[src/rtl/vx_dispatch_arb_pkg.sv]
// Shared GPU dispatch package: default payload types, perf counter width and
// the tag-width helper used by the dispatch arbiter and its sub-modules.
package vx_dispatch_arb_pkg;

  localparam int PERF_CTR_BITS = 64;

  typedef logic [63:0] dispatch_data_t;
  typedef logic [63:0] commit_data_t;

  // Index width that stays at least one bit wide for a single requester.
  function automatic int log2up(input int n);
    return (n > 1) ? $clog2(n) : 1;
  endfunction

endpackage

[src/rtl/vx_dispatch_arb_rr_arbiter.sv]
// Round-robin arbiter: combinational grant starting at a registered pointer;
// the pointer moves past the winner only when a grant is issued.
module vx_dispatch_arb_rr_arbiter #(
  parameter int NUM_REQS  = 4,
  parameter int IDX_WIDTH = 2
) (
  input  logic                 clk,
  input  logic                 reset,
  input  logic [NUM_REQS-1:0]  requests,
  input  logic                 enable,
  output logic                 grant_valid,
  output logic [IDX_WIDTH-1:0] grant_index,
  output logic [NUM_REQS-1:0]  grant_onehot
);

  generate
    if (NUM_REQS == 1) begin : g_single
      assign grant_valid  = enable && requests[0];
      assign grant_index  = '0;
      assign grant_onehot = grant_valid;
    end else begin : g_multi
      logic [IDX_WIDTH-1:0] ptr_reg;
      logic [IDX_WIDTH-1:0] ptr_next;
      logic [IDX_WIDTH-1:0] sel_index;
      logic                 found;

      always_comb begin
        found     = 1'b0;
        sel_index = '0;
        for (int k = 0; k < NUM_REQS; k++) begin
          int                   sum;
          logic [IDX_WIDTH-1:0] idx;
          sum = int'(ptr_reg) + k;
          if (sum >= NUM_REQS) sum = sum - NUM_REQS;
          idx = IDX_WIDTH'(sum);
          if (!found && requests[idx]) begin
            found     = 1'b1;
            sel_index = idx;
          end
        end
      end

      assign grant_valid = enable && found;
      assign grant_index = sel_index;
      assign ptr_next    = (sel_index == IDX_WIDTH'(NUM_REQS - 1)) ? '0
                                                                   : sel_index + IDX_WIDTH'(1);

      for (genvar gi = 0; gi < NUM_REQS; gi++) begin : g_onehot
        assign grant_onehot[gi] = grant_valid && (sel_index == IDX_WIDTH'(gi));
      end

      always_ff @(posedge clk) begin
        if (reset) begin
          ptr_reg <= '0;
        end else if (grant_valid) begin
          ptr_reg <= ptr_next;
        end
      end
    end
  endgenerate

endmodule

[src/rtl/vx_dispatch_arb.sv]
// Shares one execution unit between NUM_REQS issue slices with round-robin
// dispatch, tag-routed commits and credit-bounded occupancy.
// Optional stall counter output enabled by VX_DISPATCH_ARB_PERF_EN.
module vx_dispatch_arb
  import vx_dispatch_arb_pkg::*;
#(
  parameter int NUM_REQS    = 4,
  parameter int DATA_WIDTH  = $bits(dispatch_data_t),
  parameter int RSP_WIDTH   = $bits(commit_data_t),
  parameter int MAX_PENDING = 8,
  parameter int TAG_WIDTH   = log2up(NUM_REQS),
  localparam int PCW        = $clog2(MAX_PENDING + 1)
) (
  input  logic                           clk,
  input  logic                           reset,
  input  logic [NUM_REQS-1:0]            req_valid,
  input  logic [NUM_REQS*DATA_WIDTH-1:0] req_data,
  output logic [NUM_REQS-1:0]            req_ready,
  output logic                           unit_valid,
  output logic [DATA_WIDTH-1:0]          unit_data,
  output logic [TAG_WIDTH-1:0]           unit_tag,
  input  logic                           unit_ready,
  input  logic                           rsp_valid,
  input  logic [RSP_WIDTH-1:0]           rsp_data,
  input  logic [TAG_WIDTH-1:0]           rsp_tag,
  output logic                           rsp_ready,
  output logic [NUM_REQS-1:0]            commit_valid,
  output logic [RSP_WIDTH-1:0]           commit_data,
  input  logic [NUM_REQS-1:0]            commit_ready,
  output logic [PCW-1:0]                 pending_count
`ifdef VX_DISPATCH_ARB_PERF_EN
  ,
  output logic [PERF_CTR_BITS-1:0]       perf_stalls
`endif
);

  logic                  unit_valid_reg;
  logic [DATA_WIDTH-1:0] unit_data_reg;
  logic [TAG_WIDTH-1:0]  unit_tag_reg;
  logic [PCW-1:0]        pending_reg;
  logic [PCW-1:0]        pending_next;

  logic                  can_load;
  logic                  grant_en;
  logic                  grant_valid;
  logic [TAG_WIDTH-1:0]  grant_index;
  logic [NUM_REQS-1:0]   grant_onehot;
  logic                  rsp_fire;

  logic [DATA_WIDTH-1:0] req_data_arr [NUM_REQS];

  generate
    for (genvar gi = 0; gi < NUM_REQS; gi++) begin : g_req
      assign req_data_arr[gi] = req_data[gi*DATA_WIDTH +: DATA_WIDTH];
      assign commit_valid[gi] = rsp_valid && (rsp_tag == TAG_WIDTH'(gi));
    end
  endgenerate

  // The credit check uses the registered count only, so a response landing
  // in the same cycle cannot unblock a grant.
  assign can_load = !unit_valid_reg || unit_ready;
  assign grant_en = can_load && (pending_reg < PCW'(MAX_PENDING)) && !reset;

  vx_dispatch_arb_rr_arbiter #(
    .NUM_REQS  (NUM_REQS),
    .IDX_WIDTH (TAG_WIDTH)
  ) u_arb (
    .clk          (clk),
    .reset        (reset),
    .requests     (req_valid),
    .enable       (grant_en),
    .grant_valid  (grant_valid),
    .grant_index  (grant_index),
    .grant_onehot (grant_onehot)
  );

  assign req_ready = grant_onehot;

  always_comb begin
    rsp_ready = 1'b0;
    for (int i = 0; i < NUM_REQS; i++) begin
      if (int'(rsp_tag) == i) rsp_ready = commit_ready[i];
    end
    if (reset) rsp_ready = 1'b0;
  end

  assign rsp_fire    = rsp_valid && rsp_ready;
  assign commit_data = rsp_data;

  always_comb begin
    pending_next = pending_reg;
    if (grant_valid && !rsp_fire) begin
      pending_next = pending_reg + PCW'(1);
    end else if (!grant_valid && rsp_fire && (pending_reg != '0)) begin
      pending_next = pending_reg - PCW'(1);
    end
  end

  always_ff @(posedge clk) begin
    if (reset) begin
      unit_valid_reg <= 1'b0;
      unit_data_reg  <= '0;
      unit_tag_reg   <= '0;
      pending_reg    <= '0;
    end else begin
      pending_reg <= pending_next;
      if (can_load) begin
        unit_valid_reg <= grant_valid;
        if (grant_valid) begin
          unit_data_reg <= req_data_arr[grant_index];
          unit_tag_reg  <= grant_index;
        end
      end
    end
  end

  assign unit_valid    = unit_valid_reg;
  assign unit_data     = unit_data_reg;
  assign unit_tag      = unit_tag_reg;
  assign pending_count = pending_reg;

`ifdef VX_DISPATCH_ARB_PERF_EN
  logic [PERF_CTR_BITS-1:0] perf_stalls_reg;

  always_ff @(posedge clk) begin
    if (reset) begin
      perf_stalls_reg <= '0;
    end else if ((|req_valid) && !grant_valid) begin
      perf_stalls_reg <= perf_stalls_reg + PERF_CTR_BITS'(1);
    end
  end

  assign perf_stalls = perf_stalls_reg;
`endif

  always_ff @(posedge clk) begin
    if (!reset) begin
      assert (!(rsp_fire && (pending_reg == '0)));
      assert (int'(rsp_tag) < NUM_REQS);
    end
  end

endmodule
[config.mk]
export PLATFORM = sky130hd
export DESIGN_NAME = vx_dispatch_arb
export DESIGN_NICKNAME = d
export VERILOG_FILES = /design/src/rtl/vx_dispatch_arb_pkg.sv /design/src/rtl/vx_dispatch_arb_rr_arbiter.sv /design/src/rtl/vx_dispatch_arb.sv
export SDC_FILE = /design/constraint.sdc
export NUM_CORES = 1
export LEC_CHECK = 0
export CORE_AREA = 2 2 188 190
export DETAILED_ROUTE_END_ITERATION = 12
export DIE_AREA = 0 0 190 192
export PLACE_DENSITY = 0.52
export SLEW_MARGIN = 10
export SYNTH_ARGS = -nofsm -noshare
export SYNTH_HDL_FRONTEND = slang
export SYNTH_SLANG_ARGS = --single-unit
[constraint.sdc]
create_clock -name clk -period 5.5 [get_ports clk]
set_input_delay 1.1 -clock clk [delete_from_list [all_inputs] [get_ports clk]]
set_output_delay 1.1 -clock clk [all_outputs]
set_load 0.05 [all_outputs]
# Word level (Yosys, flattened, before mapping)
# Cells that the tools add are included.
[classes]
add_sub_neg = 10
n_lt_le_gt_ge = 10
n_eq_ne = 9
n_mux = 31
bitwise_logic = 1
n_reduce_logical = 32
[ops]
columns = ["operator", "n"]
rows = [
  ["$bmux W64 S2", 1],
  ["$mux W64", 2],
  ["$logic_and A1 B1 Y1", 18],
  ["$mux W2", 9],
  ["$mux W1", 13],
  ["$eq A2 B2 Y1 const B", 6],
  ["$ge A3 B3 Y1 const B", 4],
  ["$lt A2 B3 Y1 const B", 4],
  ["$bmux W1 S2", 4],
  ["$mux W4", 2],
  ["$sub A2 B1 Y2 const B", 4],
  ["$logic_not A1 Y1", 7],
  ["$add A2 B2 Y3 const B", 2],
  ["$eq A2 B1 Y1 const B", 3],
  ["$logic_not A2 Y1", 3],
  ["$add A4 B1 Y4 const B", 1],
  ["$lt A4 B4 Y1 const B", 1],
  ["$reduce_bool A4 Y1", 1],
  ["$sub A4 B1 Y4 const B", 1],
  ["$add A2 B1 Y3 const B", 1],
  ["$ge A2 B3 Y1 const B", 1],
  ["$not A2 Y3", 1],
  ["$add A2 B1 Y2 const B", 1],
  ["$reduce_and A2 Y1", 1],
  ["other kinds (2)", 2],
]
[word_totals]
reg_bits = 73
inputBits = 334
elab_cells = 98

# Depth between registers and ports, before layout
[logic_depth]
depth_word = 20
ltp_mapped = 11
ltp_nobuf = 8

# By module
# Synthesis repeated with hierarchy kept, for this count alone.
[unflattened]
cells_unflattened = 509
hier_area_um2 = 4934.7
[modules_own_cells]
columns = ["mod", "instances", "cells_each", "area_each_um2", "seq_area_each_um2"]
rows = [
  ["vx_dispatch_arb", 1, 478, 4680.7, 1421.4],
  ["vx_dispatch_arb_rr_arbiter", 1, 31, 254.0, 40.0],
]

# Worst setup path before layout
# Ideal clock, no wire load.
[synth_path]
path_type = "input-to-output"
startpoint = "input req_valid[3]"
endpoint = "output req_ready[3]"
arrival_time_ns = 2.683
slack_ns = 1.717
stages = 9
path_cell_list = "buf_2 > a21o_1 > buf_2 > nand3_2 > inv_4 > buf_6 > buf_2 > ha_1 > and2_1"
[synth_between]
elab_chain_len = 14
elab_cells_between_ends = 25
classes_between = "eq/ne: 1; mux: 16; reduce/logical: 8"
[synth_rtl]
columns = ["item", "line", "text"]
rows = [
  ["from (decl)", "vx_dispatch_arb.sv:16", "input logic [NUM_REQS-1:0] req_valid,"],
  ["$bmux W1 S2", "vx_dispatch_arb_rr_arbiter.sv:36", "if (!found && requests[idx]) begin"],
  ["$mux W1 (implied by the code)", "vx_dispatch_arb_rr_arbiter.sv:36", ""],
  ["$mux W1", "vx_dispatch_arb_rr_arbiter.sv:36", ""],
  ["$logic_not A1 Y1", "vx_dispatch_arb_rr_arbiter.sv:36", ""],
  ["$logic_and A1 B1 Y1", "vx_dispatch_arb_rr_arbiter.sv:36", ""],
  ["$mux W1", "vx_dispatch_arb_rr_arbiter.sv:36", ""],
  ["$logic_not A1 Y1", "vx_dispatch_arb_rr_arbiter.sv:36", ""],
  ["$logic_and A1 B1 Y1", "vx_dispatch_arb_rr_arbiter.sv:36", ""],
  ["$mux W1", "vx_dispatch_arb_rr_arbiter.sv:36", ""],
  ["$logic_not A1 Y1", "vx_dispatch_arb_rr_arbiter.sv:36", ""],
  ["$logic_and A1 B1 Y1", "vx_dispatch_arb_rr_arbiter.sv:36", ""],
  ["$mux W2 *", "vx_dispatch_arb_rr_arbiter.sv:36", ""],
  ["net grant_index[0]", "vx_dispatch_arb.sv:46", "logic [TAG_WIDTH-1:0] grant_index;"],
  ["$eq A2 B2 Y1 *", "vx_dispatch_arb_rr_arbiter.sv:49", "assign grant_onehot[gi] = grant_valid && (sel_index == IDX_WIDTH'(gi));"],
  ["$logic_and A1 B1 Y1 *", "vx_dispatch_arb_rr_arbiter.sv:49", ""],
  ["to (decl)", "vx_dispatch_arb.sv:18", "output logic [NUM_REQS-1:0] req_ready,"],
]
# The timed path passes the listed nets; every way through them passes the cells marked *. The select of a mux whose other input is x is not followed.

# Final worst setup path
[layout_path]
startpoint = "input req_valid[1]"
endpoint = "output req_ready[2]"
# The elaborated chain is that of the path after synthesis.

==> reports/results.ini <==
[pwr]
combPwrFrac_pct = 60.5
power_mw = 3.61
p_per_area_mw_per_mm2 = 388
max-vdd-ir-drop_uv = 132
p_sw_share_pct = 47.2
clkPwrFrac_pct = 16.0
p_leak_nw = 3.35
pwr-share-seq_pct = 23.5
switching_power_mw = 1.70
internal_power_mw = 1.91

[detailed_routing]
ant_nets = 0
viasPerCell = 4.50
drc = 0
firstDrtPassIters = 4
route.vias.total = 5883
drtIter0Drc = 180
avgRoutedWirePerCell_um = 20.1
totalWireLength_um = 26200

[global_routing]
grt_antenna_before_repair = 2
grt_use_met3_pct = 3.69
grt_remaining_overflow = 0
grt_max_degree = 52
grt_pass1_vias = 6051
grt_busiest_layer = met2
grt_pass1_wl_um = 37300
grt_util_all_layers_pct = 13.7
met1_usage_pct = 15.0
grt_use_met2_pct = 24.7

[synth]
synthArstFlopShare_pct = 0
synth_ff_type = dfxtp_1
avgSynthCellArea_um2 = 9.22
synth_edf_count = 0
yosysWarnings = 0
syn_nets = 943
ys_ff_latch = 73
yosys.cell_types.count = 42
netlist_area_mm2 = 0.00555
syn_inst = 602
yosysSeqAreaShare_pct = 26.3

[layout]
syn2layout_area_growth_pct = 67.6
largest_reg_flops = 64
nets = 1188
drive_gt1_share_pct = 11.4
final_cell_mix = clkdlybuf4s50_1 (347), dfxtp_1 (73), a21oi_1 (70)
antennaDiodeCount = 0
final_common_cell = clkdlybuf4s50_1
final_cells = 1306
final_util_pct = 27.1

[clock_network]
cts-root-buf = clkbuf_16
clk_latency_ps = 350
cts_resized = 0
cts_hold_buf = 0
clkSlewWorstSetupHoldPaths_ps = 60
htree_levels = 3
cts_max_path_buffers = 2
clock-sinks = 73
cts_tree = done
cts_made_buffers = 9
postCtsSetupRepairBufs = 0

[critical_path]
cp_common_cell = clkdlybuf4s50_1
end_kind = primary output
required_ps = 4400
reg2reg_slack_ps = 2750
r2r_start = u_arb.g_multi.ptr_reg[1]
worstPathMaxFanout = 5
critPathSlowestCell = clkdlybuf4s50_1
critPathMaxStageDelay_ps = 700
r2r_cells = 7
cp_data_arrival_time_ps = 3500
rr_endpoint = unit_data[25]
worst-path-buf-inv = 3
crit_chain = clkdlybuf4s50_1, a21oi_1, o21a_1, o22ai_1, inv_1, ha_1, and2_1, clkdlybuf4s50_1
setup.worst_path.class = input port to primary output
crit_family = buffers and inverters
start_kind = input port

[die]
core_mm2 = 0.0343
initial_core_util_pct = 16.2
die_height_um = 192
ioPinCount = 478
dieWidth_um = 190
die_area_mm2 = 0.0365
placementRows = 68

[timing]
hold_viol_final = 0
worst_pin_slew_ps = 941
rsz0062_at_grt = false
setup-tns-final_ps = 0
post-route-period-util_pct = 83.6
clock.fmax_mhz = 217
relSlewSlack_pct = 37.2
fin_worst_skew_ps = 7.97
final_max_slew_viol_count = 0
setup_violations = 0
post-route-min-period_ps = 4600

[worst_hold_path]
hold_depth = 1
worstHoldPathType = register to register
min_to = unit_data[51]
holdCritStartpoint = unit_data[51]

[place]
gp_congestion = 0.739
post-dp-hpwl_um = 19900
placed_cells = 1291
port-buffer-count = 349

[outcome]
status = complete, no violations

[job]
maxCapViolations = 0

per-stage QoR:
step	setup WS [ps]	hold WS [ps]	cell area, µm²
6_report	901	487	9300
5_1_grt	791	504	9300
4_1_cts	904	490	9300
3_5_place_dp	922	471	9030
3_3_place_gp	912	468	9030
2_1_floorplan	1720	453	5550
worst max path at each step:
stage                         to  depth (start not counted)    startpoint  slack, ps
finish              req_ready[2]                          8  req_valid[1]        900
global placement    req_ready[2]                          8  req_valid[1]        910
global route        req_ready[2]                          7  req_valid[1]        790
floorplan           req_ready[3]                          9  req_valid[3]       1720
CTS                 req_ready[2]                          8  req_valid[1]        900
detailed placement  req_ready[2]                          8  req_valid[1]        920
final cells by class:
cell class / count / area (µm²)
well taps: 455 / 569
flip-flops and latches: 73 / 1460
fillers: 3664 / 25000
inverters: 5 / 21.3
clock buffers: 10 / 239
clock inverters: 5 / 32.5
repair buffers: 366 / 3680
multi-input cells: 392 / 3300
kinds of logic (layout without fill, tap and decap cells):
group                      count (synthesis)  count (layout)  synth area share, %
buffers and inverters                    137             386                 15.2
adders and majority gates                  7               7                 1.71
xor gates and xnor gates                   1               1                0.158
DFF                                       73              73                 26.3
AOI/OAI and AO/OA                        232             232                 31.4
and+or+nand+nor                           81              81                 8.80
muxes                                     71              71                 16.4
power groups by stage:
| stage | Sequential, mW | Clock, mW | Combinational [mW] |
|---|---|---|---|
| 2_1_floorplan | 1.51 | 0 | 0.843 |
| 5_1_grt | 0.875 | 0.635 | 2.30 |
| 6_report | 0.848 | 0.578 | 2.19 |
| 3_5_place_dp | 0.859 | 0 | 2.21 |
| 4_1_cts | 0.850 | 0.609 | 2.21 |
| 3_3_place_gp | 0.856 | 0 | 2.21 |
synth_stat cells (2+ instances only):
cell / count / area [µm²]
nand4_1: 42 / 263
or4_1: 2 / 15.0
ha_1: 6 / 75.1
o31ai_1: 42 / 315
mux2_4: 39 / 586
clkbuf_1: 47 / 176
o22ai_1: 2 / 12.5
and2_1: 4 / 25.0
mux2i_1: 28 / 280
a211oi_2: 8 / 100
mux2_2: 2 / 22.5
or2_1: 3 / 18.8
nand2_1: 9 / 33.8
inv_1: 3 / 11.3
a211oi_1: 37 / 278
a21oi_1: 71 / 355
mux2_1: 2 / 22.5
buf_2: 12 / 60.1
a221o_1: 42 / 420
buf_6: 8 / 90.1
nand2b_1: 2 / 12.5
o31a_1: 22 / 193
a21o_1: 4 / 30.0
nor2b_1: 3 / 18.8
buf_4: 64 / 480
dfxtp_1: 73 / 1460
nor2_1: 10 / 37.5
worst register-to-register path, delay by kind of cell, from the launching register on:
| family | cells | cell delay, ps |
|---|---|---|
| buffers and inverters | 2 | 620 |
| DFF | 1 | 500 |
| muxes | 2 | 860 |
| and+or+nand+nor | 2 | 330 |
| AOI/OAI and AO/OA | 1 | 340 |
per-layer routing:
metal | vias up | wire length (µm)
met2 | 292 | 13000
met3 | 67 | 2030
met5 | - | 0
met4 | 0 | 884
met1 | 2746 | 10300
li1 | 2778 | -
No activity file was read; power rests on OpenSTA's default activity.
